**config.mk**
```make
export PLATFORM = sky130hd
export DESIGN_NAME = skolem_sweep_ctrl_flat
export DESIGN_NICKNAME = d
export VERILOG_FILES = /design/src/rtl/skolem_sweep_ctrl_pkg.sv /design/src/rtl/skolem_sweep_ctrl_if.sv /design/src/rtl/skolem_sweep_ctrl_fail_capture.sv /design/src/rtl/skolem_sweep_ctrl.sv /design/src/flat_wrapper.sv
export SDC_FILE = /design/constraint.sdc
export NUM_CORES = 1
export LEC_CHECK = 0
export ABC_AREA = 1
export ABC_CLOCK_PERIOD_IN_PS = 2200
export BUFFER_PORTS_ARGS = -buffer_cell sky130_fd_sc_hd__buf_2
export CAP_MARGIN = 5
export CORE_ASPECT_RATIO = 0.7
export CORE_MARGIN = 2
export CORE_UTILIZATION = 40
export CTS_BUF_LIST = sky130_fd_sc_hd__clkbuf_4
export DETAILED_ROUTE_END_ITERATION = 10
export SETUP_SLACK_MARGIN = 0.02
export SYNTH_ARGS = -nofsm -noshare
export SYNTH_HDL_FRONTEND = slang
export SYNTH_HIERARCHICAL = 1
export SYNTH_SLANG_ARGS = --single-unit
```
**constraint.sdc**
```tcl
create_clock -name clk -period 2.2 [get_ports clk]
set_input_delay 0.11 -clock clk [delete_from_list [all_inputs] [get_ports clk]]
set_output_delay 0.11 -clock clk [all_outputs]
set_load 0.01 [all_outputs]
```
**src/rtl/skolem_sweep_ctrl_pkg.sv**
```systemverilog
// Shared types and default widths for the Skolem sweep controller.
`default_nettype none

package skolem_chk_pkg;

  localparam int NX_DEF = 8;
  localparam int NY_DEF = 8;

  typedef enum logic [1:0] {
    IDLE   = 2'd0,
    APPLY  = 2'd1,
    CHECK  = 2'd2,
    FINISH = 2'd3
  } state_t;

endpackage

`default_nettype wire

```
**src/rtl/skolem_sweep_ctrl_if.sv**
```systemverilog
// Sweep-controller bus: request/abort, universal-input drive, verdict and results.
`default_nettype none

interface skolem_sweep_ctrl_if
  import skolem_chk_pkg::*;
#(
  parameter int NX = NX_DEF,
  parameter int NY = NY_DEF
);

  logic          start;
  logic          abort;
  logic [NX-1:0] x_out;
  logic [NY-1:0] y_in;
  logic          spec_ok;
  logic          busy;
  logic          done;
  logic          pass;
  logic [NX:0]   fail_cnt;
  logic          first_fail_vld;
  logic [NX-1:0] first_fail_x;
  logic [NY-1:0] first_fail_y;

  // Sweep controller side.
  modport slave (
    input  start, abort, y_in, spec_ok,
    output x_out, busy, done, pass, fail_cnt,
           first_fail_vld, first_fail_x, first_fail_y
  );

  // Requester plus Skolem block and spec checker side.
  modport master (
    output start, abort, y_in, spec_ok,
    input  x_out, busy, done, pass, fail_cnt,
           first_fail_vld, first_fail_x, first_fail_y
  );

endinterface

`default_nettype wire

```
**src/rtl/skolem_sweep_ctrl_fail_capture.sv**
```systemverilog
// Failure counter and first-failing-vector capture.
`default_nettype none

module skolem_fail_capture #(
  parameter int NX = 8,
  parameter int NY = 8
) (
  input  wire logic          clk,
  input  wire logic          rst,
  input  wire logic          sample_en,
  input  wire logic          fail,
  input  wire logic [NX-1:0] x,
  input  wire logic [NY-1:0] y,
  input  wire logic          clear,
  output logic [NX:0]        fail_cnt,
  output logic               first_fail_vld,
  output logic [NX-1:0]      first_fail_x,
  output logic [NY-1:0]      first_fail_y
);

  logic [NX:0]   r_cnt;
  logic          r_vld;
  logic [NX-1:0] r_x;
  logic [NY-1:0] r_y;

  // Counter is NX+1 bits wide, so 2^NX failures cannot overflow it.
  always_ff @(posedge clk) begin
    if (rst || clear) begin
      r_cnt <= '0;
      r_vld <= 1'b0;
      r_x   <= '0;
      r_y   <= '0;
    end else if (sample_en && fail) begin
      r_cnt <= r_cnt + 1'b1;
      if (!r_vld) begin
        r_vld <= 1'b1;
        r_x   <= x;
        r_y   <= y;
      end
    end
  end

  assign fail_cnt       = r_cnt;
  assign first_fail_vld = r_vld;
  assign first_fail_x   = r_x;
  assign first_fail_y   = r_y;

endmodule

`default_nettype wire

```
**src/rtl/skolem_sweep_ctrl.sv**
```systemverilog
// Exhaustive sweep of the universal inputs of a Skolem block, counting spec-checker failures.
`default_nettype none

module skolem_sweep_ctrl
  import skolem_chk_pkg::*;
#(
  parameter int NX           = NX_DEF,
  parameter int NY           = NY_DEF,
  parameter int SETTLE       = 1,
  parameter int STOP_ON_FAIL = 0
) (
  input  wire logic            clk,
  input  wire logic            rst,
  skolem_sweep_ctrl_if.slave   bus
);

  localparam logic [3:0] c_SETTLE_LAST = 4'(SETTLE - 1);

  state_t        r_state;
  logic [NX-1:0] r_x;
  logic [3:0]    r_settle;
  logic          r_busy;
  logic          r_done;
  logic          r_pass;

  logic          w_accept;
  logic          w_sample;
  logic          w_fail;
  logic          w_last;
  logic [NX:0]   w_fail_cnt;
  logic          w_ff_vld;
  logic [NX-1:0] w_ff_x;
  logic [NY-1:0] w_ff_y;

  assign w_accept = (r_state == IDLE) && bus.start && !bus.abort;
  // An abort in CHECK discards that cycle's verdict.
  assign w_sample = (r_state == CHECK) && !bus.abort;
  assign w_fail   = !bus.spec_ok;
  assign w_last   = &r_x;

  always_ff @(posedge clk) begin
    if (rst) begin
      r_state  <= IDLE;
      r_x      <= '0;
      r_settle <= '0;
      r_busy   <= 1'b0;
      r_done   <= 1'b0;
      r_pass   <= 1'b0;
    end else begin
      r_done <= 1'b0;
      case (r_state)
        IDLE: begin
          if (w_accept) begin
            r_x      <= '0;
            r_settle <= '0;
            r_busy   <= 1'b1;
            r_pass   <= 1'b0;
            r_state  <= APPLY;
          end
        end
        APPLY: begin
          if (bus.abort) begin
            r_busy  <= 1'b0;
            r_state <= IDLE;
          end else if (r_settle == c_SETTLE_LAST) begin
            r_state <= CHECK;
          end else begin
            r_settle <= r_settle + 4'd1;
          end
        end
        CHECK: begin
          if (bus.abort) begin
            r_busy  <= 1'b0;
            r_state <= IDLE;
          end else if (w_last || ((STOP_ON_FAIL != 0) && w_fail)) begin
            r_state <= FINISH;
          end else begin
            r_x      <= r_x + 1'b1;
            r_settle <= '0;
            r_state  <= APPLY;
          end
        end
        FINISH: begin
          // fail_cnt already includes the final CHECK sample here.
          r_done  <= 1'b1;
          r_pass  <= (w_fail_cnt == '0);
          r_busy  <= 1'b0;
          r_state <= IDLE;
        end
        default: r_state <= IDLE;
      endcase
    end
  end

  skolem_fail_capture #(
    .NX (NX),
    .NY (NY)
  ) u_fail_capture (
    .clk            (clk),
    .rst            (rst),
    .sample_en      (w_sample),
    .fail           (w_fail),
    .x              (r_x),
    .y              (bus.y_in),
    .clear          (w_accept),
    .fail_cnt       (w_fail_cnt),
    .first_fail_vld (w_ff_vld),
    .first_fail_x   (w_ff_x),
    .first_fail_y   (w_ff_y)
  );

  assign bus.x_out          = r_x;
  assign bus.busy           = r_busy;
  assign bus.done           = r_done;
  assign bus.pass           = r_pass;
  assign bus.fail_cnt       = w_fail_cnt;
  assign bus.first_fail_vld = w_ff_vld;
  assign bus.first_fail_x   = w_ff_x;
  assign bus.first_fail_y   = w_ff_y;

endmodule

`default_nettype wire
```
**src/flat_wrapper.sv**
```systemverilog
// flat-port wrapper written by rule: the top's interface ports become plain ports
module skolem_sweep_ctrl_flat import skolem_chk_pkg::*;
#(
  parameter int NX           = NX_DEF,
  parameter int NY           = NY_DEF,
  parameter int SETTLE       = 1,
  parameter int STOP_ON_FAIL = 0
)
  (clk, rst, bus_start, bus_abort, bus_y_in, bus_spec_ok, bus_x_out, bus_busy, bus_done, bus_pass, bus_fail_cnt, bus_first_fail_vld, bus_first_fail_x, bus_first_fail_y);
  skolem_sweep_ctrl_if #(.NX(NX), .NY(NY)) bus_i ();
  input  wire logic clk;
  input  wire logic rst;
  input wire logic [$bits(bus_i.start)-1:0] bus_start;
  input wire logic [$bits(bus_i.abort)-1:0] bus_abort;
  input wire logic [$bits(bus_i.y_in)-1:0] bus_y_in;
  input wire logic [$bits(bus_i.spec_ok)-1:0] bus_spec_ok;
  output wire logic [$bits(bus_i.x_out)-1:0] bus_x_out;
  output wire logic [$bits(bus_i.busy)-1:0] bus_busy;
  output wire logic [$bits(bus_i.done)-1:0] bus_done;
  output wire logic [$bits(bus_i.pass)-1:0] bus_pass;
  output wire logic [$bits(bus_i.fail_cnt)-1:0] bus_fail_cnt;
  output wire logic [$bits(bus_i.first_fail_vld)-1:0] bus_first_fail_vld;
  output wire logic [$bits(bus_i.first_fail_x)-1:0] bus_first_fail_x;
  output wire logic [$bits(bus_i.first_fail_y)-1:0] bus_first_fail_y;
  assign bus_i.start = bus_start;
  assign bus_i.abort = bus_abort;
  assign bus_i.y_in = bus_y_in;
  assign bus_i.spec_ok = bus_spec_ok;
  assign bus_x_out = bus_i.x_out;
  assign bus_busy = bus_i.busy;
  assign bus_done = bus_i.done;
  assign bus_pass = bus_i.pass;
  assign bus_fail_cnt = bus_i.fail_cnt;
  assign bus_first_fail_vld = bus_i.first_fail_vld;
  assign bus_first_fail_x = bus_i.first_fail_x;
  assign bus_first_fail_y = bus_i.first_fail_y;
  skolem_sweep_ctrl #(.NX(NX), .NY(NY), .SETTLE(SETTLE), .STOP_ON_FAIL(STOP_ON_FAIL)) u_core (.clk(clk), .rst(rst), .bus(bus_i));
endmodule
```
* Word level (Yosys, flattened, before mapping)
Index checks and enable logic that the tools add are counted.
** Word-level totals
- Bits of input ports :: 13
- Word-level logic and storage cells :: 67
- ROM bits :: 0
- Memories kept :: 0
- Output and inout bits :: 37
- Bits in latches :: 0
- Register bits :: 43
- RAM bits :: 0
** Cells by class
- Muxes and demuxes :: 22
- Add/sub/neg operators :: 3
- Multipliers :: 0
- Bitwise operators :: 1
- Shift-type cells :: 0
- Reductions and logical operators :: 21
- Order comparisons :: 0
- Equality and inequality tests :: 10
- Div/mod/pow operators :: 0
** Operators with widths (count)
- two-way mux 8 bit :: 3
- two-way mux 4 bit :: 5
- case mux 8 bit (2 select lines) :: 1
- case mux 4 bit (3 select lines) :: 1
- two-way mux 2 bit :: 5
- inequality test 2 bit, second input constant :: 5
- adder 9 x 1 -> 9 bit, second input constant :: 1
- logical NOT 9 bit :: 1
- adder 8 x 1 -> 8 bit, second input constant :: 1
- case mux 2 bit (4 select lines) :: 1
- AND reduction 2 bit :: 4
- AND reduction 8 bit :: 1
- AND reduction 6 bit :: 1
- adder 4 x 1 -> 4 bit, second input constant :: 1
- equality test 2 bit, second input constant :: 2
- logical AND 1 bit :: 4
- logical NOT 4 bit :: 1
- two-way mux 1 bit :: 4
- AND reduction 4 bit :: 1
- nonzero test 2 bit :: 2
- inequality test 3 x 2 -> 1 bit, second input constant :: 1
- case mux 1 bit (3 select lines) :: 1
- nonzero test 3 bit :: 1
- equality test 2 x 1 -> 1 bit, second input constant :: 1
- 7 further kinds :: 8

* Logic depth before layout (Yosys ltp)
- Depth in word-level cells :: 5
- Mapped depth :: 11

* Hierarchy
The synthesis kept the hierarchy.
** By module, submodules not included
- skolem_sweep_ctrl :: area an instance 1137.3 um^2, instances 1, cells an instance 163, seq. area each 340.3 um^2
- skolem_fail_capture :: area an instance 1071.0 um^2, instances 1, cells an instance 137, seq. area each 520.5 um^2

* Worst setup path after synthesis
OpenSTA, ideal clock, no wires.
- Path kind :: reg-to-reg
- Start point :: reg u_core.r_state[0]
- End point :: reg u_core.u_fail_capture.r_x[2], in the netlist u_core/u_fail_capture/first_fail_x[2]
- Data required time :: 2.087 ns
- Buffers on the path :: 2
- Library setup time :: 0.113 ns
- Stages on the path, launching flop included :: 12
- Period minus slack after synthesis :: 1.501 ns
- Data arrival time :: 1.388 ns
- Setup slack :: 0.699 ns
- Cells stage by stage :: dfxtp_1 inv_1 ha_1 buf_6 nand2_1 inv_1 nand2_2 nor2_8 inv_4 buf_12 nor2_2 nor2_1
** Between the ends
- Longest elaborated chain between the ends :: 4
- Elaborated cells on any way between the ends :: 8
- Classes of those cells :: eq/ne: 1; reduce/logical: 7
** Ends and longest elaborated chain
- from (decl) :: line skolem_sweep_ctrl.sv:19 : state_t r_state;
- from (signal assigned) :: line skolem_sweep_ctrl.sv:43 : r_state <= IDLE;
- from (signal assigned) :: line skolem_sweep_ctrl.sv:58 : r_state <= APPLY;
- from (signal assigned) :: line skolem_sweep_ctrl.sv:64 : r_state <= IDLE;
- equality test 2 bit :: line skolem_sweep_ctrl.sv:37 : assign w_sample = (r_state == CHECK) && !bus.abort;
- logical AND 1 bit :: line skolem_sweep_ctrl.sv:37
- via u_core.w_sample :: line skolem_sweep_ctrl.sv:27 : logic w_sample;
- logical AND 1 bit :: line skolem_sweep_ctrl_fail_capture.sv:33 : end else if (sample_en && fail) begin
- AND reduction 2 bit (no line)
- to (signal assigned) :: line skolem_sweep_ctrl_fail_capture.sv:31 : r_x <= '0;
- to (signal assigned) :: line skolem_sweep_ctrl_fail_capture.sv:37 : r_x <= x;
- to (decl) :: line skolem_sweep_ctrl_fail_capture.sv:23 : logic [NX-1:0] r_x;
The timed path passes the listed nets, and every way through them passes these cells.
A chain may end at the register's enable or synchronous reset.

* Worst setup path after layout
- Start point :: reg u_core.r_state[0]
- End point :: reg u_core.u_fail_capture.r_x[7], in the netlist u_core/u_fail_capture/first_fail_x[7]
The elaborated chain is that of the path after synthesis.

==> results.toml <==
[status]
outcome = "complete, no violations"

[pwr]
peakVddDrop_mv = 0.254
p_per_area_nw_per_um2 = 589
leakage_nw = 1.22

[route]
via_per_inst = 4.67
drt_iter0_drc = 125
ant_nets = 0
routed_wl_um = 5110
wl_per_cell_um = 11.8
vias = 2016
drc = 0
drtPass1Iterations = 4

[floorplan]
io-pin-count = 50
die_y_um = 66.2
num_rows = 22
dieArea_um2 = 6140
core_area_um2 = 5290
fp.dieW_um = 92.8
start_util = 0.418

[finish]
nets = 380
final_cell_count_no_fill = 432
final_cell_mix = "nor2_1 (52), nand2_1 (50), buf_2 (49)"
multi_input_area_um2 = 1140
final_common_cell = "nor2_1"
areaGrowthSynthToFinish_pct = 19.4
fillers = 561
diodes = 0
ff_latch_area_um2 = 861
final_util = 0.499
drive_gt1_frac = 0.253

[cts]
h-tree-depth = 2
cts.clk_slew.worst_paths_ns = 0.14
cts_setup_buffers = 0
cts_resized = 0
cts_made_buffers = 5
cts.sinks = 43
cts_tree = "done"
cts_hold_buf = 8
cts_root_buf = "clkbuf_4"
clock_path_buffers = 2
clock_latency_ns = 0.38

[setup_path]
crit_arrival_ns = 2.17
cp_max_fo = 17
max_stage_delay_ns = 0.37
slowest_stage = "dfxtp_1"
path_cells = "inv_1, ha_1, nand2_1, inv_1, nand2_2, nor2_8, inv_4, nor2_1, nor2_1"
start_kind = "flop"
cp-end-kind = "flop"
crit_family = "simple AND/OR/NAND/NOR gates"
worstSetupPathType = "reg2reg"
worst_ep_required_time_ns = 2.49
crit_buf_inv = 3

[global_routing]
antenna_found_initial = 0
track_usage = 0.178
grt_max_degree = 18
grt_pass1_vias = 1832
grt.overflow.total = 0
grt_pass1_wl_um = 8620

[sta]
setup_violations = 0
max-slew-margin-rel = 0.707
skew_ns = 0.0105
setup_tns_ns = 0
final_max_slew_viol_count = 0
rsz0062_at_grt = "no"
tightest_slew_ns = 0.440
finalCriticalPeriod_ns = 1.88
hold_viol = 0
fmax_ghz = 0.531
period_share = 0.855

[hold_path]
hold_class = "in2reg"

[placed_design]
port_buffers = 49
routabilityCongestion = 0.828
dp_cells = 416
place.detailed.hpwl_um = 3650

[yosys]
synth_xor_area_frac = 0.00793
syn_area_um2 = 2210
synthesis.nets = 321
synth_top_family_by_area = "simple AND/OR/NAND/NOR gates"
ys_seq_elements = 43
syn_area_per_cell_um2 = 7.36
synth_compound_area_frac = 0.131
synth_seq_area_share = 0.390
synth-simple-area-share = 0.333
synthAdderAreaFrac = 0.0453
ys_warn_count = 6
synth_mux_area_frac = 0
syn-instance-count = 300
yosysUniqueCellTypes = 31

[flow_run]
drv_cap = 0
==> worst paths after layout <==
check | cells past startpoint | from | endpoint | slack (ns)
max reg2reg | 9 | u_core/r_state[0] | u_core/u_fail_capture/first_fail_x[7] | 0.32
min reg2reg | 2 | u_core/bus.busy | u_core/bus.busy | 0.49
max | 9 | u_core/r_state[0] | u_core/u_fail_capture/first_fail_x[7] | 0.32
min | 2 | rst | u_core/r_settle[2] | 0.09
==> sequential cells by signal, indices dropped and copies added, names as in the netlist <==
signal,count
u_core/bus.busy,1
u_core/u_fail_capture/fail_cnt,9
u_core/u_fail_capture/first_fail_vld,1
u_core/r_state,2
u_core/bus.pass,1
u_core/bus.done,1
u_core/bus.x_out,8
u_core/u_fail_capture/first_fail_y,8
u_core/u_fail_capture/first_fail_x,8
u_core/r_settle,4
==> per-layer routing <==
metal,vias to the layer above,track usage,wire length (um)
met1,881,0.253,2730
li1,1074,-,-
met4,0,0.0662,81
met3,8,0.0445,306
met2,53,0.260,1990
met5,-,0,0
==> area by class of cell <==
cell class | count | share of cell area
Multi-Input combinational cell | 212 | 0.433
Clock inverter | 3 | 0.00902
Sequential cell | 43 | 0.327
Inverter | 39 | 0.0565
Tap cell | 72 | 0.0342
Clock buffer | 5 | 0.0142
Timing Repair Buffer | 58 | 0.126
==> synthesized netlist by cell type <==
cell      instances  area [um^2]
buf_2             2         10.0
nand2_2           2         12.5
nor2_1           52          195
o21ai_0          14         70.1
ha_1              8          100
buf_6             2         22.5
nand2_4           1         11.3
inv_4             1         6.26
nand4_1           5         31.3
inv_2             3         11.3
nor2_4            2         22.5
a21oi_4           1         16.3
nor2_8            2         40.0
a21oi_1          17         85.1
nor4_1            2         12.5
nand3_2           1         10.0
nor2_2           12         75.1
o21ai_1          12         60.1
nand2_1          50          188
a21oi_2           5         43.8
nand3_1          14         70.1
inv_1            35          131
dfxtp_1          43          861
or2_2             1         6.26
clkbuf_1          1         3.75
buf_12            1         20.0
o21bai_1          1         7.51
o31ai_1           1         7.51
xor2_1            2         17.5
nor3_1            5         25.0
nand3_4           2         35.0
==> kinds of logic (layout without fill, tap and decap cells) <==
kind of cell	Yosys count	count (layout)
simple gates	151	151
compound gates	51	51
buf+inv	45	105
flops	43	43
fa+ha+maj	8	8
xor+xnor	2	2
==> power breakdown <==
part	internal, mW	switching, mW	total [mW]
clock network	0.128	0.297	0.425
logic	0.107	0.195	0.303
registers	0.805	0.0206	0.825
==> per-stage QoR <==
step	worst slack, ns	power, mW	hold slack [ns]	instance area, um^2
finish	0.318	1.55	0.0914	2640
global route	0.111	1.65	0.109	2640
CTS	0.346	1.58	0.0766	2640
detailed placement	0.348	1.13	0.340	2490
global placement	0.420	1.13	0.333	2490
floorplan	0.699	1.06	0.236	2210
Power figures use the tool's default switching activity.
